===== config.mk =====
export PLATFORM = sky130hd
export DESIGN_NAME = pipeline_hazard_unit
export DESIGN_NICKNAME = d
export VERILOG_FILES = /design/src/rtl/pipeline_hazard_unit.sv
export SDC_FILE = /design/constraint.sdc
export NUM_CORES = 1
export LEC_CHECK = 0
export ABC_AREA = 1
export CAP_MARGIN = 20
export CORE_MARGIN = 8
export CORE_UTILIZATION = 25
export DETAILED_ROUTE_END_ITERATION = 8
export PLACE_DENSITY_LB_ADDON = 0.08
export SLEW_MARGIN = 0
export SYNTH_ARGS = -nofsm -noshare
export SYNTH_HDL_FRONTEND = slang
export SYNTH_SLANG_ARGS = --single-unit

===== constraint.sdc =====
create_clock -name Clk -period 2.3 [get_ports Clk]
set_clock_uncertainty 0.05 [all_clocks]
set_input_delay 0.345 -clock Clk [delete_from_list [all_inputs] [get_ports Clk]]
set_output_delay 0.345 -clock Clk [all_outputs]
set_load 0.01 [all_outputs]

===== src/rtl/pipeline_hazard_unit.sv =====
// Hazard control beside the ID-stage decoder: load-use stalls, branch/jump flushes
// and multi-cycle EX occupancy for SPECIAL2 multiplies.
module pipeline_hazard_unit #(
    parameter int MULT_LATENCY = 4,
    parameter int STALL_CNT_W  = 16
) (
    input  logic                   Clk,
    input  logic                   Rst,
    input  logic [4:0]             ID_Rs,
    input  logic [4:0]             ID_Rt,
    input  logic                   ID_UsesRt,
    input  logic                   ID_IsMult,
    input  logic                   ID_Jump,
    input  logic                   IDEX_MemRead,
    input  logic [4:0]             IDEX_Rt,
    input  logic                   EX_BranchTaken,
    output logic                   PCWrite,
    output logic                   IFID_Write,
    output logic                   IFID_Flush,
    output logic                   IDEX_Bubble,
    output logic                   EXMEM_Bubble,
    output logic [2:0]             StageWriteEnable,
    output logic [STALL_CNT_W-1:0] StallCount,
    output logic [1:0]             DbgState
);

    typedef enum logic [1:0] {
        RUN        = 2'd0,
        LOAD_STALL = 2'd1,
        MULT_BUSY  = 2'd2
    } state_t;

    localparam bit         MULT_MULTI = (MULT_LATENCY > 1);
    localparam logic [3:0] MULT_INIT  = MULT_MULTI ? 4'(MULT_LATENCY - 2) : 4'd0;

    state_t                 state_q, state_d;
    logic [3:0]             mult_cnt_q, mult_cnt_d;
    logic [STALL_CNT_W-1:0] stall_cnt_q;
    logic                   load_use;

    // Handshake-free control: every output is a pure function of state and ID/EX inputs.
    assign load_use = IDEX_MemRead && (IDEX_Rt != 5'd0) &&
                      ((IDEX_Rt == ID_Rs) || (ID_UsesRt && (IDEX_Rt == ID_Rt)));

    always_comb begin
        PCWrite          = 1'b1;
        IFID_Write       = 1'b1;
        IFID_Flush       = 1'b0;
        IDEX_Bubble      = 1'b0;
        EXMEM_Bubble     = 1'b0;
        StageWriteEnable = 3'b111;
        state_d          = state_q;
        mult_cnt_d       = mult_cnt_q;

        if (Rst) begin
            PCWrite          = 1'b0;
            IFID_Write       = 1'b0;
            IFID_Flush       = 1'b1;
            IDEX_Bubble      = 1'b1;
            EXMEM_Bubble     = 1'b1;
            StageWriteEnable = 3'b000;
            state_d          = RUN;
            mult_cnt_d       = 4'd0;
        end else begin
            case (state_q)
                RUN, LOAD_STALL: begin
                    state_d = RUN;
                    if (EX_BranchTaken) begin
                        IFID_Flush  = 1'b1;
                        IDEX_Bubble = 1'b1;
                    end else if (load_use && (state_q == RUN)) begin
                        // Jump in ID is deferred until the stalled instruction re-issues.
                        PCWrite     = 1'b0;
                        IFID_Write  = 1'b0;
                        IDEX_Bubble = 1'b1;
                        state_d     = LOAD_STALL;
                    end else if (ID_IsMult && MULT_MULTI) begin
                        state_d    = MULT_BUSY;
                        mult_cnt_d = MULT_INIT;
                    end else if (ID_Jump) begin
                        IFID_Flush = 1'b1;
                    end
                end
                MULT_BUSY: begin
                    PCWrite          = 1'b0;
                    IFID_Write       = 1'b0;
                    StageWriteEnable = 3'b110;
                    EXMEM_Bubble     = 1'b1;
                    if (mult_cnt_q == 4'd0) begin
                        state_d = RUN;
                    end else begin
                        mult_cnt_d = mult_cnt_q - 4'd1;
                    end
                end
                default: state_d = RUN;
            endcase
        end
    end

    always_ff @(posedge Clk) begin
        if (Rst) begin
            state_q     <= RUN;
            mult_cnt_q  <= 4'd0;
            stall_cnt_q <= '0;
        end else begin
            state_q    <= state_d;
            mult_cnt_q <= mult_cnt_d;
            if (!PCWrite && (stall_cnt_q != {STALL_CNT_W{1'b1}})) begin
                stall_cnt_q <= stall_cnt_q + 1'b1;
            end
        end
    end

    assign StallCount = stall_cnt_q;
    assign DbgState   = state_q;

endmodule


; After elaboration in Yosys (flattened, before gate mapping)
; Index checks and enable logic that the tools add are counted.
; Widths: inputs -> output; s select.
[word_totals]
register_bits = 22
in_bits = 22
out_inout_bits = 26
wordCells = 56
[op_classes]
addsub = 2
n_eq_ne = 10
muxes = 28
n_reduce_logical = 13
[ops]
columns = cell, count
row1 = $add 16x1->16 const B, 1
row2 = $mux 1, 16
row3 = $mux 4, 4
row4 = $ne 16x16->1 const B, 1
row5 = $eq 5x5->1, 2
row6 = $ne 2x2->1 const B, 5
row7 = $mux 2, 4
row8 = $pmux 4 s2, 1
row9 = $logic_and 1x1->1, 5
row10 = $reduce_and 5->1, 1
row11 = $reduce_bool 5->1, 1
row12 = $logic_not 4->1, 1
row13 = $pmux 2 s2, 1
row14 = $sub 4x1->4 const B, 1
row15 = $mux 3, 1
row16 = $eq 2x1->1 const B, 1
row17 = $eq 2x2->1 const B, 1
row18 = $logic_not 2->1, 1
row19 = $pmux 1 s2, 1
row20 = $reduce_bool 2->1, 1
row21 = $reduce_or 2->1, 1
row22 = $logic_not 1->1, 1
row23 = $logic_or 1x1->1, 1

; Depth between registers and ports, before layout
; Gate-level depths: netlist (run 1).
[logic_depth]
ltp_word = 11
ltp_mapped = 12
ltp_nobuf = 11

; Least setup slack after synthesis (run 1)
; No wires, ideal clock.
[synth_timing]
path_type = reg2out
startpoint = register state_q[1], in the netlist DbgState[1]
endpoint = output port PCWrite
t_arrival_ps = 1415
required_ps = 1905
path_slack_ps = 490
path_stages_with_launch = 8
path_buffers = 2
cell_sequence = dfxtp_1 > inv_1 > nor2_1 > nor2_1 > nand2_2 > buf_2 > inv_1 > buf_4
[synth_between]
elab_chain_len = 6
word_cells_on_any_way = 9
cone_classes = eq/ne (2) / mux (4) / reduce/logical (3)
[synth_lines]
columns = item, line
row1 = start: declaration, 36  ; state_t state_q, state_d;
row2 = start signal: assignment, 106  ; state_q <= state_d;
row3 = $logic_not 2->1, --
row4 = $logic_and 1x1->1, 71  ; end else if (load_use && (state_q == RUN)) begin
row5 = $mux 1 (2 in a row), --
row6 = $pmux 1 s2 (*), --
row7 = $mux 1 (*), --
row8 = end: declaration, 17  ; output logic PCWrite,
; Mark *: on every way between the ends. The rest lies on a longest branch, timed or not.

; Worst setup path in the final report (run 1)
[layout_timing]
startpoint = input port IDEX_Rt[3]
endpoint = output port PCWrite
[layout_between]
elab_chain_len = 9
word_cells_on_any_way = 12
cone_classes = eq/ne (2) / mux (4) / reduce/logical (6)
[layout_lines]
columns = item, line
row1 = start: declaration, 15  ; input logic [4:0] IDEX_Rt,
row2 = $eq 5x5->1, 43  ; ((IDEX_Rt == ID_Rs) || (ID_UsesRt && (IDEX_Rt == ID_Rt)));
row3 = $logic_and 1x1->1, 43
row4 = $logic_or 1x1->1, 43
row5 = $logic_and 1x1->1 (*), 42  ; assign load_use = IDEX_MemRead && (IDEX_Rt != 5'd0) &&
row6 = $logic_and 1x1->1 (*), 71
row7 = $mux 1 (*), 71
row8 = $mux 1 (*), 68  ; if (EX_BranchTaken) begin
row9 = $pmux 1 s2 (*), 65  ; case (state_q)
row10 = $mux 1 (*), 55  ; if (Rst) begin
; Marks and branches as above.

==> impl_metrics.tcl, run 1 <==
set metrics [dict create \
    period_needed_ps 2170 \
    crit_chain "clkdlybuf4s50_1 -> inv_2 -> nand2_1 -> nand2_1 -> nor2_2 -> nand3_1 -> nand2_2 -> nand3_2 -> nand2_2 -> inv_1 -> dlygate4sd2_1" \
    route.detailed.drc 0 \
    switching_power_uw 241 \
    syn_to_final_growth_pct 45.3 \
    die_x_um 94.1 \
    p_int_uw 717 \
    yosysWarningCount 0 \
    crit_required_ps 1900 \
    slew_headroom_pct 80.4 \
    clock_sinks 22 \
    ys_top_cells_by_area "dfxtp_1 (29%), nand2_1 (16%), nand3_1 (11%)" \
    post_cts_buffers 0 \
    max-vdd-ir-drop_mv 0.200 \
    regToRegEndpoint "StallCount[4]" \
    initial_core_util_pct 25.8 \
    fmaxAchievable_mhz 462 \
    min_path_cells 2 \
    vias 1612 \
    rrSetupSlack_ps 360 \
    track_usage_pct 10.0 \
    root_buffer "clkbuf_8" \
    core-area_sq_um 5920 \
    finalInstanceArea_sq_um 2220 \
    ctsLongestPathBuffers 2 \
    fin_tns_setup_ps 0 \
    drt_iter0_drc 41 \
    first_pass_iters 4 \
    diodes 0 \
    synth_nets 266 \
    grt_pass1_wl_mm 7.24 \
    r2r_start "StallCount[0]" \
    synth_seq_area_share_pct 28.9 \
    drtAntennaViolNets 0 \
    cp_slowest_cell "clkdlybuf4s50_1" \
    cts_resized 4 \
    power_frac_seq_pct 41.3 \
    p_per_area_nw_per_um2 432 \
    insertion_delay_ps 270 \
    first_global_vias 1512 \
    power_leakage_uw 0.000917 \
    switching_share_pct 25.2 \
    critPathLaunchType "input pin" \
    crit_path_end_kind "output port" \
    tightest_slew_ps 291 \
    clock_power_share_pct 38.6 \
    nets 322 \
    avgSynthCellArea_sq_um 6.33 \
    dp_hpwl_mm 3.45 \
    drt-total-wl_mm 4.38 \
    worst-setup-path-type "in2out" \
    dieArea_sq_um 8860 \
    path_max_fanout 4 \
    pwr-share-comb_pct 20.1 \
    grt_max_degree 19 \
    reg2reg_depth 8 \
    finalCritPeriodShare_pct 94.1 \
    layout_common_cells "nand2_1 (64), clkdlybuf4s50_1 (39), nand3_1 (31), inv_1 (27), nor2_1 (24)" \
    cp_data_arrival_time_ps 1770 \
    cts_hold_buf 0 \
    wl_per_cell_um 11.8 \
    gp_congestion 0.767 \
    cts_tree "built" \
    run_status "completed" \
    postSynthCellCount 241 \
    yosysTopAreaCell "dfxtp_1" \
    finalHoldViolations 0 \
    port_buffers 47 \
    min_path_type "reg2reg" \
    drive_gt1_share_pct 10.1 \
    maxSlewViolCount 0 \
    ios 48 \
    synth_top_area_share_pct 28.9 \
    cts.htree.levels 1 \
    antenna_found_initial 0 \
    fill_cells 665 \
    synth_cell_types 24 \
    maxCapViolations 0 \
    synth-seq-cells 22 \
    setup_viol 0 \
    min-delay-start "mult_cnt_q[3]" \
    placed_area_sq_um 2130 \
    clkTransAtPathRegs_ps 90 \
    min_to "mult_cnt_q[3]" \
    grt-ovfl-total 0 \
    syn_area_sq_um 1530 \
    cts_buffers 3 \
    final_common_cell "nand2_1" \
    rows 28 \
    grt_setup_unrepaired "no" \
    slowest_delay_ps 490 \
    viasPerCell 4.35 \
    die_h_um 94.1 \
]
[state kept, by name, summed over array words and instances (netlist names)]
signal      flops
StallCount     16
mult_cnt_q      4
DbgState        2
[power groups by stage]
stage | combinational, uW | sequential, uW | clock, uW
2_1_floorplan | 96.6 | 408 | 0
3_3_place_gp | 200 | 405 | 0
3_5_place_dp | 199 | 405 | 0
4_1_cts | 196 | 396 | 378
5_1_grt | 216 | 398 | 401
6_report | 193 | 396 | 370
[synthesized netlist by cell type]
cell	number
a21oi_1	17
a21oi_2	1
and2_1	1
buf_2	2
buf_4	2
buf_6	1
clkbuf_1	2
dfxtp_1	22
ha_1	3
inv_1	27
inv_2	5
nand2_1	65
nand2_2	2
nand2_4	1
nand3_1	32
nand3_4	1
nand4_1	5
nor2_1	25
nor2_4	1
nor3_1	4
nor3b_2	1
o21ai_0	4
xnor2_1	8
xor2_1	9
[critical path, delay by kind of cell]
kind	cells	cell delay, ps
buf+inv	4	880
simple gates	7	540
[per-layer routing]
metal | routed length, um | track usage, % | share of wire [%]
met2 | 2050 | 17.2 | 47
met3 | 175 | 1.84 | 4.0
met5 | 0 | 0 | 0
met1 | 2130 | 12.7 | 49
met4 | 22 | 1.98 | 0.50
[worst max path at each step]
stage,slack [ps],end,startpoint
after floorplan,490,PCWrite,DbgState[1]
after global placement,-160,IFID_Write,IDEX_Rt[1]
after detailed placement,-160,PCWrite,IDEX_Rt[2]
after CTS,40,PCWrite,IDEX_Rt[2]
after global routing,30,IFID_Write,IDEX_Rt[3]
final,130,PCWrite,IDEX_Rt[3]
[stage by stage]
stage | worst slack [ps] | std cells | total power, uW | hold WS (ps) | util [%]
after global routing | 29.1 | 371 | 1010 | 466 | 37.4
after CTS | 43.1 | 371 | 970 | 447 | 37.1
after detailed placement | -156 | 367 | 604 | 434 | 35.9
after floorplan | 490 | 241 | 504 | 413 | -
after global placement | -156 | 367 | 605 | 427 | 35.9
final | 135 | 371 | 958 | 444 | 37.4
[layout make-up]
type / instances / area [sq um] / share of cell area [%]
Sequential cell: 22 / 440 / 19.9
Clock inverter: 1 / 30.0 / 1.36
Clock buffer: 3 / 41.3 / 1.86
Timing Repair Buffer: 58 / 559 / 25.2
Multi-Input combinational cell: 180 / 931 / 42.0
Inverter: 32 / 120 / 5.42
Tap cell: 75 / 93.8 / 4.23
[cells by family after synthesis]
logic type               synth area share, %
AO/OA/AOI/OAI                           7.47
XOR/XNOR                                9.76
adder cells (fa/ha/maj)                 2.46
buffers and inverters                   10.7
flip-flops                              28.9
AND/OR/NAND/NOR                         40.7
(Power assumes the default switching activity.)
==> run 2: changes to the inputs <==
==> constraint.sdc (replaced) <==
create_clock -name Clk -period 2.5 [get_ports Clk]
set_clock_uncertainty 0.05 [all_clocks]
set_input_delay 0.375 -clock Clk [delete_from_list [all_inputs] [get_ports Clk]]
set_output_delay 0.375 -clock Clk [all_outputs]
set_load 0.02 [all_outputs]
==> run 2 against run 1 <==
Cell count is 1.1% lower. Flip-flop and latch count stayed put. Via count grew 0.43%. Cell area down 2.2%. Die area stayed put. Critical path type unchanged. Wire length is 1.5% lower.
==> impl_metrics.tcl, run 2 (synthesis gave the netlist of run 1 again) <==
set metrics [dict create \
    run_status "completed" \
    ff_latch_area_sq_um 440 \
    route.detailed.drc 0 \
    rrSetupSlack_ps 450 \
    drtAntennaViolNets 0 \
    min-delay-start "mult_cnt_q[3]" \
    gp_congestion 0.766 \
    multi_input_area_sq_um 921 \
    fin_cells 367 \
    clock_sinks 22 \
    final_common_cell "nand2_1" \
    crit_required_ps 2080 \
    drive_gt1_share_pct 7.88 \
    vias 1619 \
    insertion_delay_ps 270 \
    final_core_util_pct 36.6 \
    die_h_um 94.1 \
    grt_use_met1_pct 11.7 \
    max-vdd-ir-drop_mv 0.254 \
    viasPerCell 4.41 \
    cp_common_cell "nand2_1" \
    crit_chain "clkdlybuf4s50_1 -> inv_2 -> nand2_1 -> nand2_1 -> nor2_1 -> nand3_1 -> nand2_1 -> nand3_1 -> nand2_2 -> inv_1 -> dlygate4sd2_1" \
    fill_cells 678 \
    root_buffer "clkbuf_8" \
    syn_to_final_growth_pct 42.1 \
    crit_path_end_kind "output port" \
    path_max_fanout 3 \
    dp.cells 363 \
    cp_data_arrival_time_ps 1880 \
    cts_hold_buf 0 \
    largest_register_ffs 16 \
    cp_slowest_cell "clkdlybuf4s50_1" \
    grt_setup_unrepaired "no" \
    tightest_slew_ps 444 \
    crit_path_start "IDEX_Rt[2]" \
    grt_max_degree 19 \
    cts_buffers 3 \
    die_x_um 94.1 \
    reg2reg_depth 8 \
    rows 28 \
    slowest_delay_ps 520 \
    finalHoldViolations 0 \
    layout_common_cells "nand2_1 (65), clkdlybuf4s50_1 (42), nand3_1 (32), inv_1 (27), nor2_1 (25)" \
    grt_pass1_wl_mm 7.11 \
    power_leakage_uw 0.000868 \
    first_pass_iters 4 \
    clkTransAtPathRegs_ps 90 \
    power_frac_seq_pct 41.3 \
    dp_hpwl_mm 3.42 \
    pwr-share-comb_pct 20.4 \
    track_usage_pct 9.74 \
    p_int_uw 657 \
    worst-setup-path-type "in2out" \
    critPathLaunchType "input pin" \
    drt-total-wl_mm 4.31 \
    grt-ovfl-total 0 \
    clock_power_share_pct 38.3 \
    nets 318 \
    switching_power_uw 230 \
    p_per_area_nw_per_um2 409 \
    core-area_sq_um 5920 \
    port_buffers 47 \
    ios 48 \
    ctsLongestPathBuffers 2 \
    switching_share_pct 26.0 \
    slew_headroom_pct 70.2 \
    maxCapViolations 0 \
    antenna_found_initial 0 \
    maxSlewViolCount 0 \
    period_needed_ps 2310 \
    setup_viol 0 \
    cts_tree "built" \
    first_global_vias 1502 \
    min_path_type "reg2reg" \
    regToRegEndpoint "StallCount[9]" \
    finalCritPeriodShare_pct 92.4 \
    use_met3_pct 2.24 \
    dieArea_sq_um 8860 \
    cts.htree.levels 1 \
    met2_usage_pct 16.7 \
    min_path_cells 2 \
    r2r_start "StallCount[0]" \
    min_to "mult_cnt_q[3]" \
    top_usage_layer "met2" \
    fmaxAchievable_mhz 433 \
    initial_core_util_pct 25.8 \
    drt_iter0_drc 36 \
    diodes 0 \
    wl_per_cell_um 11.7 \
]
run 2: cell count changes in the layout (fill, tap and decap cells not counted):
cell / change
dlygate4sd2_1: +1
nand2_2: -1
clkdlybuf4s50_1: +3
nand3_1: +1
buf_4: -4
nor2_1: +1
clkdlybuf4s15_1: -1
dlymetal6s2s_1: -3
nor2_2: -1
nand3_2: -1
nand2_1: +1
run 2: how the worst max path moves through the flow:
stage / end / slack (ps) / cells past startpoint
floorplan: PCWrite / 350 / 6
global placement: IFID_Write / -80 / 11
detailed placement: PCWrite / -80 / 11
CTS: PCWrite / 140 / 11
global route: IFID_Write / 10 / 11
finish: PCWrite / 190 / 11
run 2: cell type report:
type / count / share of cell area, %
multi-input cells: 180 / 42.5
repair buffers: 54 / 24.0
flip-flops and latches: 22 / 20.3
inverters: 32 / 5.54
well taps: 75 / 4.33
clock buffers: 3 / 1.91
clock inverters: 1 / 1.39
run 2: power groups by stage:
stage / logic (uW) / registers [uW] / clock network (uW)
3_3_place_gp: 190 / 374 / 0
3_5_place_dp: 188 / 374 / 0
2_1_floorplan: 95.9 / 379 / 0
6_report: 181 / 366 / 340
4_1_cts: 185 / 366 / 350
5_1_grt: 200 / 367 / 364
run 2: critical path, delay by kind of cell:
family,cells,cell delay (ps)
buffers and inverters,4,940
and+or+nand+nor,7,580
run 2: per-stage QoR:
step	instance area (sq um)	setup TNS (ps)	power (uW)	worst slack (ps)	hold WS (ps)
after floorplan	1530	0	475	353	413
after global placement	2100	-255	564	-78.6	428
after detailed placement	2100	-282	563	-81.8	435
after CTS	2160	0	901	141	447
after global routing	2170	0	932	13.2	480
final	2170	0	887	191	442
run 2: metal layers:
metal / routed length, um / vias up / share of wire (%)
met3: 225 / 4 / 5.2
met5: 0 / - / 0
met2: 2060 / 35 / 48
met4: 38 / 0 / 0.88
li1: - / 868 / -
met1: 1990 / 712 / 46
run 2: repair_timing:
action                                  CTS  global route
pin swaps                                 0             0
gates resized for setup                   4             1
setup buffers                             0             0
endpoints found under the setup margin    4             2
